$ cat config.mk
export PLATFORM = sky130hd
export DESIGN_NAME = adder_operand_pairer
export DESIGN_NICKNAME = d
export VERILOG_FILES = /design/src/rtl/adder_operand_pairer_pkg.sv /design/src/rtl/adder_operand_pairer_sync_fifo_simple.sv /design/src/rtl/adder_operand_pairer.sv
export SDC_FILE = /design/constraint.sdc
export NUM_CORES = 1
export LEC_CHECK = 0
export CORE_UTILIZATION = 54
export DETAILED_ROUTE_END_ITERATION = 10
export GPL_TIMING_DRIVEN = 0
export PLACE_DENSITY_LB_ADDON = 0.12
export SYNTH_ARGS = -nofsm -noshare
export SYNTH_HDL_FRONTEND = slang
export SYNTH_HIERARCHICAL = 1
export SYNTH_SLANG_ARGS = --single-unit
$ cat constraint.sdc
create_clock -name clk -period 2.8 [get_ports clk]
set_input_delay 0.42 -clock clk [delete_from_list [all_inputs] [get_ports clk]]
set_output_delay 0.42 -clock clk [all_outputs]
set_load 0.05 [all_outputs]
$ cat src/rtl/adder_operand_pairer_pkg.sv
// Shared constants helper for the adder operand pairer slice.
package adder_operand_pairer_pkg;

  // Ceiling log2; returns 0 for values of 0 or 1.
  function automatic int unsigned clog2(input int unsigned value);
    int unsigned res;
    int unsigned rem;
    res = 0;
    rem = (value > 1) ? value - 1 : 0;
    while (rem != 0) begin
      res = res + 1;
      rem = rem >> 1;
    end
    return res;
  endfunction

endpackage

$ cat src/rtl/adder_operand_pairer_sync_fifo_simple.sv
// Single-clock FIFO with combinational head read and count-based full/empty.
module sync_fifo_simple
  import adder_operand_pairer_pkg::*;
#(
  parameter int unsigned DATA_WIDTH = 4,
  parameter int unsigned FIFO_DEPTH = 4
) (
  input  logic                  clk,
  input  logic                  rst_n,
  input  logic                  push,
  input  logic                  pop,
  input  logic [DATA_WIDTH-1:0] din,
  output logic [DATA_WIDTH-1:0] dout,
  output logic                  full,
  output logic                  empty
);

  localparam int unsigned PTR_W = clog2(FIFO_DEPTH);
  localparam int unsigned CNT_W = PTR_W + 1;

  logic [DATA_WIDTH-1:0] mem [FIFO_DEPTH];
  logic [PTR_W-1:0]      wr_ptr;
  logic [PTR_W-1:0]      rd_ptr;
  logic [CNT_W-1:0]      count;
  logic                  push_ok;
  logic                  pop_ok;

  assign full    = (count == CNT_W'(FIFO_DEPTH));
  assign empty   = (count == '0);
  assign push_ok = push && !full;
  assign pop_ok  = pop && !empty;
  assign dout    = mem[rd_ptr];

  // Storage carries no reset; validity is tracked by count alone.
  always_ff @(posedge clk) begin
    if (push_ok) mem[wr_ptr] <= din;
  end

  always_ff @(posedge clk or negedge rst_n) begin
    if (!rst_n) begin
      wr_ptr <= '0;
      rd_ptr <= '0;
      count  <= '0;
    end else begin
      if (push_ok) wr_ptr <= wr_ptr + PTR_W'(1);
      if (pop_ok)  rd_ptr <= rd_ptr + PTR_W'(1);
      case ({push_ok, pop_ok})
        2'b10:   count <= count + CNT_W'(1);
        2'b01:   count <= count - CNT_W'(1);
        default: count <= count;
      endcase
    end
  end

endmodule

$ cat src/rtl/adder_operand_pairer.sv
// Buffers operand streams A and B and emits them as a paired bus; a lone
// head is emitted unpaired on flush or after TIMEOUT waiting cycles.
module adder_operand_pairer
  import adder_operand_pairer_pkg::*;
#(
  parameter int unsigned DATA_WIDTH = 4,
  parameter int unsigned FIFO_DEPTH = 4,
  parameter int unsigned TIMEOUT    = 8
) (
  input  logic                    clk,
  input  logic                    rst_n,
  input  logic                    i_en,
  input  logic                    i_valid_a,
  input  logic [DATA_WIDTH-1:0]   i_data_a,
  output logic                    o_ready_a,
  input  logic                    i_valid_b,
  input  logic [DATA_WIDTH-1:0]   i_data_b,
  output logic                    o_ready_b,
  input  logic                    i_flush,
  output logic [1:0]              o_valid,
  output logic [2*DATA_WIDTH-1:0] o_data_bus
);

  localparam int unsigned WAIT_W    = clog2(TIMEOUT) + 1;
  localparam int unsigned WAIT_LAST = (TIMEOUT == 0) ? 0 : TIMEOUT - 1;
  localparam bit          TMO_EN    = (TIMEOUT != 0);

  logic [DATA_WIDTH-1:0] head_a;
  logic [DATA_WIDTH-1:0] head_b;
  logic                  full_a, full_b;
  logic                  empty_a, empty_b;
  logic                  push_a, push_b;
  logic                  pop_a, pop_b;
  logic                  pair, emit_a, emit_b, timed_out;
  logic [WAIT_W-1:0]     wait_cnt;
  logic [WAIT_W-1:0]     wait_next;

  assign o_ready_a = !full_a;
  assign o_ready_b = !full_b;
  assign push_a    = i_en && i_valid_a && !full_a;
  assign push_b    = i_en && i_valid_b && !full_b;

  sync_fifo_simple #(
    .DATA_WIDTH (DATA_WIDTH),
    .FIFO_DEPTH (FIFO_DEPTH)
  ) u_fifo_a (
    .clk   (clk),
    .rst_n (rst_n),
    .push  (push_a),
    .pop   (pop_a),
    .din   (i_data_a),
    .dout  (head_a),
    .full  (full_a),
    .empty (empty_a)
  );

  sync_fifo_simple #(
    .DATA_WIDTH (DATA_WIDTH),
    .FIFO_DEPTH (FIFO_DEPTH)
  ) u_fifo_b (
    .clk   (clk),
    .rst_n (rst_n),
    .push  (push_b),
    .pop   (pop_b),
    .din   (i_data_b),
    .dout  (head_b),
    .full  (full_b),
    .empty (empty_b)
  );

  // Emit decision from current occupancy; pairing always wins over a lone emit.
  always_comb begin
    pair      = 1'b0;
    emit_a    = 1'b0;
    emit_b    = 1'b0;
    timed_out = 1'b0;
    wait_next = '0;
    pop_a     = 1'b0;
    pop_b     = 1'b0;

    timed_out = TMO_EN && (wait_cnt == WAIT_W'(WAIT_LAST));
    pair      = !empty_a && !empty_b;
    emit_a    = !empty_a && empty_b && (i_flush || timed_out);
    emit_b    = empty_a && !empty_b && (i_flush || timed_out);
    pop_a     = i_en && (pair || emit_a);
    pop_b     = i_en && (pair || emit_b);

    if ((empty_a != empty_b) && !emit_a && !emit_b) begin
      wait_next = wait_cnt + WAIT_W'(1);
    end
  end

  always_ff @(posedge clk or negedge rst_n) begin
    if (!rst_n) begin
      wait_cnt   <= '0;
      o_valid    <= 2'b00;
      o_data_bus <= '0;
    end else if (i_en) begin
      wait_cnt <= wait_next;
      if (pair) begin
        o_valid    <= 2'b11;
        o_data_bus <= {head_a, head_b};
      end else if (emit_a) begin
        o_valid    <= 2'b10;
        o_data_bus <= {head_a, DATA_WIDTH'(0)};
      end else if (emit_b) begin
        o_valid    <= 2'b01;
        o_data_bus <= {DATA_WIDTH'(0), head_b};
      end else begin
        o_valid <= 2'b00;
      end
    end else begin
      o_valid <= 2'b00;
    end
  end

endmodule

==> results.md <==
- Synth area leader: edfxtp_1
- Met2 Use GR: 30.7%
- Via Count: 1735
- Post-layout power: 3780 µW
- Die H: ~76 µm
- CTS Sinks: 60
- Hold_buf cts: 0
- EDFF count, synth: 32
- CP max stage delay: about 0.47 ns
- Syn Nets: 233
- Main flop type after synthesis: edfxtp_1
- DP Area: roughly 0.0033 mm²
- CP endpoint kind: flop
- Post-layout min period: 2.62 ns
- Power Dens Cells: ~1100 mW/mm²
- Share of cells above drive strength 1: 22.4%
- Pleak: 0.00138 µW
- Top area cells in the synthesized netlist: edfxtp_1 (33%), dfrtp_1 (24%), mux4_2 (6.1%), ha_1 (4.7%), inv_1 (2.8%)
- Port Buf Inserts: 24
- Setup Skew: ~0.0075 ns
- Yosys reg bits: 60
- IO Pins: 26
- Final global-route overflow total: 0
- Final WL: 5120 µm
- DP Worst Slack: -0.117 ns
- Worst-skew pair later-pin latency: 0.34 ns
- Worst Setup Start Kind: flop
- Clk slew on worst S/H paths: 0.07 ns
- Worst-case headroom to the max-slew limit: a little under three fifths
- Outcome: finished, final reports clean
- Vias in the first global route: 1802
- DRT iter0 DRCs: 133
- Final hold vios: 0
- Crit-path max FO: 8
- Initial antenna violation count: 0
- Resized cells post-CTS: 0
- Worst-case vdd ir drop: 0.544 mV
- GR Util met3: under 10%
- Post-synthesis cell area: 0.00295 mm²
- Post-synth ARST share: 46.7%
- YS warnings: 6
- Die area: ~0.0058 mm²
- GPL Wtd Cong: 0.800
- Final instance area: 0.00347 mm²
- Mapped Avg Cell Area: ~14 µm²
- Synth cell types: 44
- TritonCTS buffer count: 9
- Area growth syn-to-layout: 17.7%
- Final setup margin: 0.178 ns
- CP delay by family, top: adder cells
- Critical path arrival: 2.88 ns
- Row cnt: 26
- Seq/Total Area, Yosys: roughly 56%
- HP Class: primary input to async pin
- Filler cell count: 349
- Final setup fails: 0
- CP cell instances: nor3_1, buf_6, nand2b_4, buf_6, a31o_4, inv_1, o31a_2, ha_1, inv_1, fa_1, xor2_1, nor2_1, xor2_1
- Period utilization: 93.6%
- Router iterations before antenna repair: 4
- Slew Limit Fails: 0
- Via-per-instance ratio: 5.49
- First-pass GRT wire length: 8650 µm
- Post-DRT Antenna Nets: 0
- Clock root buffer: clkbuf_8
- WHS: 0.0997 ns
- Worst slew pin tran: 0.651 ns
- Final #Nets: between 200 and 300
- Tot GR Track Use: 19.8%
- GRT met1 Usage: 26.0%
- Top Usage Layer GRT: met2
- CP Data Required Time: 3.06 ns
- Wire per inst: approximately 16 µm
- CORE AREA: 0.00517 mm²
- Fmax: between 300 and 400 MHz
- Max Cap Viol: 0
- ANT cells: 0
- CTS tree: built
- Unrepaired setup endpoints after global routing: no
- Clock buffer depth: 2
- Maximum number of pins on one net before global-route repair: 29
- H-tree depth: 3
- Setup Buffers After CTS: 0
- Crit Path Category: flop to flop
- Final Util: between 60% and 70%
- Chip Width: about 76 µm
- Worst path bufs/invs: 4
- DRC viols: 0
- Share of the synthesized area in the top cell type: about 33%
- Detailed Place HPWL: 3700 µm
- Post-Synthesis Cells: 206
- Initial core utilization: 57.1%
- CP max stage cell: dfrtp_1
-- cells in the mapped netlist, types with 3 or more instances --
cell type and instances:
and3_1 3, a32oi_1 4, nand4_1 4, buf_2 4
inv_1 22, and2_2 6, mux2i_1 5, o211ai_1 5
nor3_1 3, nand2_1 9, mux4_2 8, dfrtp_1 28
xor2_1 6, nor2b_1 4, buf_6 5, edfxtp_1 32
o2111ai_1 4, xnor2_1 6, ha_1 11
-- metal layers --
metal,vias to the layer above,wire length (µm)
met4,0,110
li1,817,-
met5,-,0
met2,49,2470
met1,858,2340
met3,11,200
-- through the flow --
stage               TNS (ns)  cells
finish                     0    316
global route               0    316
CTS                        0    316
detailed placement    -0.117    300
global placement      -0.105    300
floorplan                  0    206
-- cells in the final DEF (no fill, tap or decap), types with 4 or more instances in the layout --
cell type | netlist | final
xor2_1 | 6 | 6
mux2i_1 | 5 | 5
nor2b_1 | 4 | 4
buf_6 | 5 | 5
edfxtp_1 | 32 | 32
clkdlybuf4s50_1 | 0 | 23
inv_1 | 22 | 22
ha_1 | 11 | 11
dfrtp_1 | 28 | 28
mux4_2 | 8 | 8
a32oi_1 | 4 | 4
and2_2 | 6 | 6
clkbuf_8 | 1 | 10
o211ai_1 | 5 | 5
buf_2 | 4 | 5
o2111ai_1 | 4 | 4
xnor2_1 | 6 | 6
nand2_1 | 9 | 9
nand4_1 | 4 | 4
-- flip-flops by register name (all words and copies together) (netlist names) --
name / flops
u_fifo_a/rd_ptr: 2
u_fifo_b/count: 3
u_fifo_b/rd_ptr: 2
o_data_bus: 8
u_fifo_b/mem: 16
wait_cnt: 4
u_fifo_a/mem: 16
u_fifo_a/count: 3
o_valid: 2
u_fifo_b/wr_ptr: 2
u_fifo_a/wr_ptr: 2
-- worst register-to-register path, stage by stage, from the launching register on --
cell and delay, ns:
dfrtp_1 0.47, nor3_1 0.11, buf_6 0.15, nand2b_4 0.14
buf_6 0.13, a31o_4 0.23, inv_1 0.06, o31a_2 0.17
ha_1 0.19, inv_1 0.06, fa_1 0.37, xor2_1 0.15
nor2_1 0.12, xor2_1 0.19
-- path summary, 6_finish.rpt --
kind / cells after the start / slack (ns) / endpoint / start
min in group clk: 2 / 0.32 / wait_cnt[1]$_DFFE_PN0P_ / i_flush
min reg2reg: 2 / 0.51 / o_data_bus[5]$_DFFE_PN0P_ / o_data_bus[5]$_DFFE_PN0P_
max reg2reg: 13 / 0.18 / u_fifo_a/count[2]$_DFFE_PN0P_ / u_fifo_a/count[0]$_DFFE_PN0P_
max: 13 / 0.18 / u_fifo_a/count[2]$_DFFE_PN0P_ / u_fifo_a/count[0]$_DFFE_PN0P_
min: 1 / 0.1 / wait_cnt[0]$_DFFE_PN0P_ / rst_n
max in group asynchronous: 1 / 2.27 / o_data_bus[3]$_DFFE_PN0P_ / rst_n
-- logic make-up (layout without fill, tap and decap cells) --
kind of cell	after synthesis	after routing	share of synthesized area (%)
AOI/OAI and AO/OA	24	24	6.74
xor gates and xnor gates	13	13	4.11
adders and majority gates	13	13	6.02
buffers and inverters	32	72	5.85
DFF	60	60	56.3
muxes	17	17	9.58
and+or+nand+nor	47	47	11.4
-- cell type report --
cell class,instances,area [µm²],share of cell area [%]
sequential,60,1660,47.8
tap,70,87.6,2.52
timing repair buffer,24,235,6.77
clock buffer,9,124,3.57
multi-input combinational,114,1120,32.2
inverter,22,82.6,2.38
buffer,10,90.1,2.59
clock inverter,7,75.1,2.16
-- power by group --
group	switching (µW)	internal, µW
logic	891	731
registers	198	1180
clock network	368	413
(Power assumes the default switching activity.)
